## src/rtl/hilo_mul_unit.sv

```systemverilog
// MULT/MULTU sequencing and HI/LO register unit.
// Feeds operand magnitudes to an external combinational unsigned array
// multiplier. Holds them for LATENCY cycles, then samples the product,
// restores the sign for MULT and commits it to HI/LO. MTHI/MTLO write the
// registers directly while the unit is idle.
module hilo_mul_unit #(
    parameter int LATENCY = 4
) (
    input  logic        clk,
    input  logic        rst,
    input  logic        start,
    input  logic [1:0]  op,
    input  logic [31:0] rs_val,
    input  logic [31:0] rt_val,
    output logic [31:0] mul_x,
    output logic [31:0] mul_y,
    input  logic [63:0] mul_p,
    output logic        busy,
    output logic        done,
    output logic [31:0] hi,
    output logic [31:0] lo
);

    localparam logic [1:0] OP_MULT  = 2'b00;
    localparam logic [1:0] OP_MULTU = 2'b01;
    localparam logic [1:0] OP_MTHI  = 2'b10;
    localparam logic [1:0] OP_MTLO  = 2'b11;

    // 4 bits covers the LATENCY-1 = 15 worst case
    localparam int CNT_W = 4;
    localparam logic [CNT_W-1:0] CNT_LOAD = CNT_W'(LATENCY - 1);

    typedef enum logic {
        S_IDLE = 1'b0,
        S_WAIT = 1'b1
    } state_t;

    state_t             r_state;
    logic [CNT_W-1:0]   r_cnt;
    logic               r_neg;
    logic               r_busy;
    logic               r_done;
    logic [31:0]        r_mul_x;
    logic [31:0]        r_mul_y;
    logic [31:0]        r_hi;
    logic [31:0]        r_lo;

    logic [63:0]        w_result;

    // Two's-complement magnitude; 0x80000000 stays 0x80000000, which is
    // exactly its magnitude when read as unsigned.
    function automatic logic [31:0] mag32(input logic signed [31:0] a);
        logic [31:0] u;
        u = a;
        return a[31] ? (~u + 32'd1) : u;
    endfunction

    // Sign restoration on the unsigned product. The magnitude never
    // exceeds 2^62, so this cannot overflow; -0 comes back as 0.
    function automatic logic [63:0] apply_sign64(input logic [63:0] p,
                                                 input logic        neg);
        return neg ? (~p + 64'd1) : p;
    endfunction

    assign w_result = apply_sign64(mul_p, r_neg);

    // Control FSM, operand registers and HI/LO, all in one clocked block
    always_ff @(posedge clk) begin
        if (rst) begin
            r_state <= S_IDLE;
            r_cnt   <= '0;
            r_neg   <= 1'b0;
            r_busy  <= 1'b0;
            r_done  <= 1'b0;
            r_mul_x <= '0;
            r_mul_y <= '0;
            r_hi    <= '0;
            r_lo    <= '0;
        end else begin
            r_done <= 1'b0;
            case (r_state)
                S_IDLE: begin
                    if (start) begin
                        case (op)
                            OP_MULT: begin
                                r_mul_x <= mag32(rs_val);
                                r_mul_y <= mag32(rt_val);
                                r_neg   <= rs_val[31] ^ rt_val[31];
                                r_cnt   <= CNT_LOAD;
                                r_busy  <= 1'b1;
                                r_state <= S_WAIT;
                            end
                            OP_MULTU: begin
                                r_mul_x <= rs_val;
                                r_mul_y <= rt_val;
                                r_neg   <= 1'b0;
                                r_cnt   <= CNT_LOAD;
                                r_busy  <= 1'b1;
                                r_state <= S_WAIT;
                            end
                            OP_MTHI: r_hi <= rs_val;
                            OP_MTLO: r_lo <= rs_val;
                            default: ;
                        endcase
                    end
                end
                S_WAIT: begin
                    // Requests arriving now are dropped; the pipeline stalls on busy
                    if (r_cnt != '0) begin
                        r_cnt <= r_cnt - 1'b1;
                    end else begin
                        r_hi    <= w_result[63:32];
                        r_lo    <= w_result[31:0];
                        r_done  <= 1'b1;
                        r_busy  <= 1'b0;
                        r_state <= S_IDLE;
                    end
                end
                default: r_state <= S_IDLE;
            endcase
        end
    end

    assign mul_x = r_mul_x;
    assign mul_y = r_mul_y;
    assign busy  = r_busy;
    assign done  = r_done;
    assign hi    = r_hi;
    assign lo    = r_lo;

endmodule
```

## config.mk

```make
export PLATFORM = sky130hd
export DESIGN_NAME = hilo_mul_unit
export DESIGN_NICKNAME = d
export VERILOG_FILES = /design/src/rtl/hilo_mul_unit.sv
export SDC_FILE = /design/constraint.sdc
export NUM_CORES = 1
export LEC_CHECK = 0
export ABC_AREA = 1
export CORE_UTILIZATION = 50
export DETAILED_ROUTE_END_ITERATION = 6
export DONT_BUFFER_PORTS = 1
export GPL_TIMING_DRIVEN = 0
export SYNTH_ARGS = -nofsm -noshare
export SYNTH_HDL_FRONTEND = slang
export SYNTH_SLANG_ARGS = --single-unit
```

## constraint.sdc

```tcl
create_clock -name clk -period 2.05 [get_ports clk]
set_input_delay 0.41 -clock clk [delete_from_list [all_inputs] [get_ports clk]]
set_output_delay 0.41 -clock clk [all_outputs]
set_load 0.05 [all_outputs]
```

### Yosys cells after proc, flatten, opt, wreduce, memory -nomap -nowiden

Cells that the tools add are included.

| operators by class | value |
|---|---|
| multiplexer cells | 27 |
| $lt $le $gt $ge | 0 |
| shifts and indexed selects | 0 |
| reductions and logical operators | 10 |
| $mul | 0 |
| $add $sub $neg | 4 |
| bitwise logic cells | 5 |
| divide/modulo/power cells | 0 |
| equal/unequal tests | 9 |

Operator list:

| cell | number |
|---|---|
| $mux W32 | 8 |
| $pmux W32 S2 | 4 |
| $add A32 B1 Y32 const B | 2 |
| $add A64 B1 Y64 const B | 1 |
| $mux W64 | 1 |
| $not A32 Y32 | 2 |
| $not A64 Y64 | 1 |
| $reduce_and A3 Y1 | 5 |
| $mux W4 | 3 |
| $pmux W4 S2 | 1 |
| $mux W1 | 7 |
| $ne A2 B1 Y1 const B | 3 |
| $ne A2 B2 Y1 const B | 3 |
| $pmux W1 S2 | 3 |
| $eq A2 B2 Y1 const B | 2 |
| $reduce_bool A4 Y1 | 1 |
| $reduce_or A2 Y1 | 2 |
| $sub A4 B1 Y4 const B | 1 |
| $eq A2 B1 Y1 const B | 1 |
| $logic_not A2 Y1 | 1 |
| $reduce_bool A2 Y1 | 1 |
| $not A1 Y1 | 1 |
| $xor A1 B1 Y1 | 1 |

| storage, ports and cells | value |
|---|---|
| memories | 0 |
| word-level logic and storage cells | 64 |
| register bits | 136 |
| RAM bits | 0 |
| output and inout bits | 130 |
| latch bits | 0 |
| memory bits (read-only) | 0 |

### Logic depth before layout (Yosys ltp)

Gate-level depths: netlist of run 1.

| depth | value |
|---|---|
| word-level depth | 5 |
| gate-level depth with buffers | 12 |
| depth with buffers taken out | 12 |

### Least setup slack after synthesis of run 1

No wires, ideal clock.

| path | value |
|---|---|
| kind | input to register |
| start point | input mul_p[1] |
| end point | register r_hi[24], in the netlist hi[24] |
| slack | 0.313 ns |
| required time | 1.930 ns |
| cell stages on the path | 11 |
| buffers on the path | 0 |
| data arrival time | 1.617 ns |
| path through | inv_1 -> ha_1 -> nand2_1 -> nor2_4 -> nand2_2 -> nand2_1 -> nand3_1 -> nor2_1 -> nand3_1 -> nand3_1 -> a21oi_1 |

| between the ends | value |
|---|---|
| word-level cells in the longest chain between the ends | 5 |

Ends and longest elaborated chain:

| element | line | source |
|---|---|---|
| start: declaration | 17 | `input logic [63:0] mul_p,` |
| $not A64 Y64 | 62 | `return neg ? (~p + 64'd1) : p;` |
| $add A64 B1 Y64 | 62 |  |
| $mux W64 | 62 |  |
| $mux W32 | 109 | `if (r_cnt != '0) begin` |
| $pmux W32 S2 | 81 | `case (r_state)` |
| end signal: assignment | 101 | `OP_MTHI: r_hi <= rs_val;` |
| end signal: assignment | 112 | `r_hi <= w_result[63:32];` |
| end: declaration | 45 | `logic [31:0] r_hi;` |

Every way passes these cells. The select of a mux whose other input is x is not followed.
A chain may end at the register's enable or synchronous reset.

### Worst setup path after layout of run 1

| path | value |
|---|---|
| start point | register r_cnt[0] |
| end point | register r_hi[5], in the netlist hi[5] |

| between the ends | value |
|---|---|
| word-level cells in the longest chain between the ends | 3 |

Ends and longest elaborated chain:

| element | line | source |
|---|---|---|
| start: declaration | 39 | `logic [CNT_W-1:0] r_cnt;` |
| start signal: assignment | 110 | `r_cnt <= r_cnt - 1'b1;` |
| $reduce_bool A4 Y1 | 109 |  |
| $ne A2 B2 Y1 (no source line) | -- |  |
| $reduce_and A3 Y1 (no source line) | -- |  |

Every way passes these cells.

==> flow_summary.yaml, run 1 <==
status:
  status: "completed"
critical_path:
  crit_type: "flop to flop"
  end_kind: "flop"
  worst_ep_required_time_ps: 2370
  cp-start-kind: "flop"
  worstPathArrival_ps: 2280
  worstPathMaxFanout: 10
clock_tree:
  clockRootBuffer: "clkbuf_16"
  cts_hold_buf: 0
  cts_buffer_depth: 2
  cts.sinks: 136
  cts_tree: "yes"
  clkTransAtPathRegs_ps: 70
  numCtsBuffers: 17
  insertion_delay_ps: 440
  htree_levels: 4
die:
  fp.dieW_um: 135.0
  num_rows: 48
  initial_core_util_pct: 51.14
  io_pins: 263
  die_y_um: 135.0
  fp.dieArea_um2: 18230
  core-area_um2: 17300
finish:
  drive_gt1_share_pct: 8.322
  syn_to_final_growth_pct: 10.34
  fin_nets: 1615
yosys:
  synth_xor_area_share_pct: 1.683
  ys_types: 44
  syn-cell-area_um2: 8846
  synth_compound_area_share_pct: 18.18
  ys_warn_count: 0
  ys_ff_latch: 136
  muxShareOfSynthArea_pct: 0
  syn_avg_cell_area_um2: 6.071
  mappedNetlistNets: 1595
  synth_fa_ha_area_share_pct: 0.7072
  synth-simple-area-share_pct: 40.57
  yosysSeqAreaShare_pct: 30.78
  synth_top_family_by_area: "simple AND/OR/NAND/NOR gates"
  postSynthCellCount: 1457
placed_design:
  io_buffers: 0
  dpl_worst_slack_ps: -168.9
  dp_hpwl_um: 29140
  gp_congestion: 1.015
sta:
  fin_crit_sh_pct: 95.89
  slew_headroom_pct: 47.98
  slew_violations: 0
  rsz0062_at_grt: "true"
  clock_skew_ps: 10.11
  worst_pin_slew_ps: 780.3
  period_minus_slack_ps: 1966
  fin_ws_ps: 84.23
  hold_viol: 0
  fin_hold_ws_ps: 33.19
  fmax_mhz: 508.7
  setup_violations: 0
pwr:
  p_clk_share_pct: 37.8
  power_switching_mw: 3.103
  ir_drop_mv: 0.6370
  sw_frac_of_total_pct: 37.94
  power_density_nw_per_um2: 838.0
  p_comb_share_pct: 16.3
  p_seq_share_pct: 45.9
  p_leak_nw: 4.148
  intPower_mw: 5.077
  fin_total_pwr_mw: 8.180
grt:
  grt_pass1_wl_um: 54010
  overflow: 0
  grt_pass1_vias: 9381
  antenna_found_initial: 0
  grt_start_max_net_pins: 17
  grt_use_total_pct: 40.07
detailed_routing:
  dr_total_vias: 10146
  drt-total-wl_um: 36300
  drt_iter0_drc: 954
  postRouteAntennaNets: 0
  wl_per_cell_um: 21.15
  dr.pass1.iters: 6
  viasPerCell: 5.913
  drc: 0
job:
  cap_violations: 0
min_path:
  min_path_type: "input port to flop"
metrics by stage:
stage / instances / util [%] / setup TNS (ps) / cell area (um2)
floorplan: 1457 / - / 0 / 8846
global placement: 1682 / 52.77 / -815.5 / 9128
detailed placement: 1682 / 52.77 / -1468 / 9128
CTS: 1714 / 56.17 / 0 / 9716
global route: 1715 / 56.42 / -37.06 / 9758
finish: 1716 / 56.43 / 0 / 9761
Yosys cell counts, drive strengths merged:
cell type,number,area share [%]
nand2,329,14
nand3,162,9.6
o21bai,4,0.34
a21o,3,0.25
a32o,6,0.68
buf,27,1.5
and3,1,0.071
nand4,17,1.2
o31ai,5,0.42
o22ai,1,0.071
nand3b,16,1.4
or2,11,0.78
nor4,5,0.35
inv,125,5.3
a31oi,8,0.57
clkinv,1,0.042
dfxtp,136,31
a311oi,1,0.099
a21oi,113,6.5
ha,5,0.71
clkbuf,30,1.3
xor2,12,1.2
o21ai,157,9.2
nor3,11,0.74
nor2,265,12
o211ai,1,0.085
xnor2,5,0.50
flip-flops by register name, summed over array words and instances, names as in the netlist:
register and cells:
r_state 1, lo 32, r_cnt 4, mul_y 32, done 1, busy 1, r_neg 1, hi 32
mul_x 32
power by group through the flow:
| stage | Clock [mW] | Combinational [mW] | Sequential, mW |
|---|---|---|---|
| CTS | 3.09 | 1.30 | 3.75 |
| floorplan | 0 | 0.922 | 3.74 |
| finish | 3.09 | 1.33 | 3.75 |
| global route | 3.22 | 1.48 | 3.78 |
| global placement | 0 | 1.27 | 3.81 |
| detailed placement | 0 | 1.28 | 3.81 |
cell usage in the layout, fill, tap and decap left out, types with 6 or more instances in the layout:
cell / netlist / layout
a21oi_1: 111 / 111
a31oi_1: 8 / 8
a32o_1: 6 / 6
buf_2: 20 / 17
clkbuf_1: 30 / 21
clkbuf_16: 0 / 17
clkbuf_2: 0 / 13
dfxtp_1: 136 / 136
inv_1: 116 / 116
inv_2: 9 / 7
nand2_1: 324 / 322
nand3_1: 156 / 156
nand3b_1: 15 / 15
nand4_1: 17 / 17
nor2_1: 246 / 246
nor2_2: 11 / 11
nor2_4: 7 / 7
nor3_1: 9 / 9
o21ai_0: 138 / 138
o21ai_1: 14 / 14
or2_2: 8 / 8
xor2_1: 12 / 12
metal layers:
metal  wire [um]  track usage (%)  vias up  part of all wire (%)
met2       16390            63.63      544                    45
met5           0                0        -                     0
met1       14150            48.29     4659                    39
met3        4346            14.08       88                    12
li1            -                -     4855                     -
met4        1417            18.79        0                   3.9
cells by family after synthesis:
family          after synthesis
simple gates                817
compound gates              299
buf+inv                     183
flops                       136
xor+xnor                     17
fa+ha+maj                     5
area by class of cell:
| type | instances | area, um2 |
|---|---|---|
| clock inverters | 13 | 146.4 |
| multi-input cells | 1138 | 5423 |
| flip-flops and latches | 136 | 2723 |
| fillers | 1814 | 7536 |
| diodes | 1 | 2.502 |
| repair buffers | 1 | 7.507 |
| well taps | 225 | 281.5 |
| inverters | 126 | 478.0 |
| clock buffers | 19 | 432.9 |
| plain buffers | 57 | 266.5 |
critical path, cell delays in order, from the launching register on:
cell	delay (ps)
dfxtp_1	310
inv_1	100
ha_1	170
nand3_1	100
nor2_1	180
inv_1	160
nand2_4	140
inv_1	90
buf_2	200
nor2_1	280
a21oi_1	110
final timing paths:
check	start	to	slack, ps	cells after the start
min reg2reg	r_cnt[3]$_SDFFE_PP0P_	r_cnt[3]$_SDFFE_PP0P_	470	2
min	rst	done$_SDFF_PP0_	30	1
max	r_cnt[0]$_SDFFE_PP0P_	hi[5]$_SDFFE_PP0P_	80	10
max reg2reg	r_cnt[0]$_SDFFE_PP0P_	hi[5]$_SDFFE_PP0P_	80	10
timing repair:
item                       CTS  global route
gates resized for setup      5            25
setup endpoints to repair   50            69
setup buffers                0             1
pin swaps                    0             1
Note: power is estimated with default switching activity, not from simulation.
==> run 2: changes to the inputs <==
Settings changed: ABC_CLOCK_PERIOD_IN_PS set to 2050.
==> results of run 2 <==
Same layout as run 1: the final DEF is identical, and so are final timing and power.
==> run 3: changes to the inputs <==
Settings changed: ABC_AREA 1 to unset, CELL_PAD_IN_SITES_DETAIL_PLACEMENT set to 1, CELL_PAD_IN_SITES_GLOBAL_PLACEMENT set to 2, CORE_UTILIZATION 50 to 36, PLACE_DENSITY_LB_ADDON set to 0.1, SKIP_CTS_REPAIR_TIMING set to 1.
==> run 3 against run 2 <==
  * The flow now finishes with violations (negative setup slack)
  * First-iteration DRC count fell by 42%
  * Largest power group unchanged
  * Count of clock-buffer cells in the layout unchanged
  * Sequential power fell by 2%
  * Hold slack improved by 74 ps
  * Global-route usage down 8.9 points
  * Synthesized cell count fell by 27%
  * Highest routed layer unchanged
  * Via count shrank 13%
  * Fmax is 11% lower
==> flow_summary.yaml, run 3 <==
yosys:
  synth-simple-area-share_pct: 23.63
  muxShareOfSynthArea_pct: 1.590
  synth_fa_ha_area_share_pct: 0.7572
  yosysTopAreaCellShare_pct: 32.95
  syn-cell-area_um2: 8262
  synth_area_leaders: "dfxtp_1, nor2_1, a211oi_1"
  yosysSeqAreaShare_pct: 32.95
  ys_async_sr_fraction_pct: 0
  ys_ff_latch: 136
  synth_top_area_cell: "dfxtp_1"
  syn_avg_cell_area_um2: 7.794
  synthTopCellsByCount: "nor2_1, dfxtp_1, nand2_1, clkbuf_1, a211oi_1"
  ys.flop_type: "dfxtp_1"
  synth_compound_area_share_pct: 26.58
  ys_types: 67
  ys_warn_count: 0
  synth_edf_count: 0
  mappedNetlistNets: 1198
  synth_top_family_by_area: "compound AO/OA/AOI/OAI gates"
  synth_xor_area_share_pct: 9.753
  postSynthCellCount: 1060
  yosys.cell_count.top_type: "nor2_1"
sta:
  slew_headroom_pct: 43.55
  period_minus_slack_ps: 2216
  fin_crit_sh_pct: 108.1
  rsz0062_at_grt: "true"
  fmax_mhz: 451.3
  setup_violations: 21
  fin_ws_ps: -165.7
  slew_violations: 0
  hold_viol: 0
  worst_pin_slew_ps: 846.7
  fin_setup_tns_ps: -1432
  clock_skew_ps: 8.870
detailed_routing:
  drc: 0
  postRouteAntennaNets: 0
  drt_iter0_drc: 551
  dr.pass1.iters: 5
  dr_total_vias: 8859
  viasPerCell: 6.261
  drt-total-wl_um: 38040
  wl_per_cell_um: 26.89
critical_path:
  worst_ep_required_time_ps: 2380
  r2r_end: "hi[23]$_SDFFE_PP0P_"
  crit_end: "hi[6]$_SDFFE_PP0P_"
  timing.rr.start: "r_cnt[0]$_SDFFE_PP0P_"
  startpoint: "mul_p[24]"
  worstPathArrival_ps: 2540
  reg2reg_depth: 10
  crit_type: "input port to flop"
  end_kind: "flop"
  worstPathMaxFanout: 6
  cp-start-kind: "input port"
  rrSetupSlack_ps: -30
status:
  failed_checks: "negative setup slack"
  status: "complete, but fails checks"
clock_tree:
  cts.sinks: 136
  cts_buffer_depth: 2
  clkTransAtPathRegs_ps: 60
  cts_tree: "yes"
  clockRootBuffer: "clkbuf_16"
  insertion_delay_ps: 440
  htree_levels: 4
  numCtsBuffers: 17
die:
  initial_core_util_pct: 36.60
  num_rows: 55
  core-area_um2: 22570
  die_y_um: 153.5
  io_pins: 263
  fp.dieArea_um2: 23560
  fp.dieW_um: 153.5
placed_design:
  dp_hpwl_um: 28750
  gp_congestion: 0.8710
  io_buffers: 0
  placed_cells: 1345
min_path:
  min_path_type: "input port to flop"
finish:
  drive_gt1_share_pct: 20.35
  fin_nets: 1256
  final_common_cell: "nor2_1"
  fillers: 2693
  final_cell_mix: "nor2_1, dfxtp_1, nand2_1"
  n_antenna_cell: 0
  stdcell_count: 1415
  syn_to_final_growth_pct: 27.68
  final_util_pct: 46.74
pwr:
  ir_drop_mv: 0.5123
  p_leak_nw: 3.579
  power_density_nw_per_um2: 812.4
grt:
  grt_pass1_wl_um: 54940
  antenna_found_initial: 0
  grt_pass1_vias: 8637
  grt_use_total_pct: 31.21
  grt_start_max_net_pins: 17
  overflow: 0
job:
  cap_violations: 0
-- run 3: cell type report --
type                    count  area, um2  area share, %
clock buffers              19      442.9          4.199
repair buffers             41      387.9          3.677
multi-input cells         824       5854          55.50
flip-flops and latches    136       2728          25.86
well taps                 285      356.6          3.380
clock inverters            12      198.9          1.886
plain buffers              80      510.5          4.839
inverters                  18      70.07         0.6642
-- run 3: layer usage --
layer  vias to the layer above  track usage (%)  part of all wire [%]
met5                         -                0                     0
met4                         0            11.57                   3.8
met3                        83            10.60                   8.9
met2                       333            52.86                    48
met1                      4381            36.34                    40
li1                       4062                -                     -
-- run 3: how the worst min path moves through the flow --
stage          cells past startpoint               endpoint                   from  slack, ps
3_3_place_gp                       2  r_cnt[1]$_SDFFE_PP0P_  r_cnt[1]$_SDFFE_PP0P_        520
5_1_grt                            2  mul_x[0]$_SDFFE_PP0P_              rs_val[0]        110
3_5_place_dp                       2  r_cnt[1]$_SDFFE_PP0P_  r_cnt[1]$_SDFFE_PP0P_        530
2_1_floorplan                      2  r_cnt[1]$_SDFFE_PP0P_  r_cnt[1]$_SDFFE_PP0P_        480
4_1_cts                            2  mul_x[0]$_SDFFE_PP0P_              rs_val[0]        100
6_report                           2  mul_x[0]$_SDFFE_PP0P_              rs_val[0]        110
-- run 3: cell families (layout without fill, tap and decap cells) --
family / after synthesis / after routing
flip-flops: 136 / 136
multiplexers: 13 / 13
XOR/XNOR: 92 / 92
AND/OR/NAND/NOR: 400 / 400
buffers and inverters: 100 / 170
adder cells (fa/ha/maj): 5 / 5
AO/OA/AOI/OAI: 314 / 314
-- run 3: per-stage QoR --
step	hold slack, ps	instance area [um2]	total power, mW	setup slack (ps)
detailed placement	525.5	8930	4.970	-1010
floorplan	477.8	8573	4.550	-417.1
global placement	515.0	8930	4.944	-969.3
finish	106.9	10550	8.570	-165.7
CTS	99.65	9572	8.442	-1024
global route	107.4	10550	8.862	-228.2
-- run 3: critical path: stages --
cell and delay [ps]:
or4_4 530, buf_12 150, buf_4 140, nor3_4 290
nand3_4 130, or4_4 430, mux2i_1 130, a2111oi_0 320
-- run 3: report_power, final --
group | internal, mW | switching [mW]
sequential | 2.85 | 0.841
clock | 2.18 | 1.30
combinational | 0.565 | 0.833
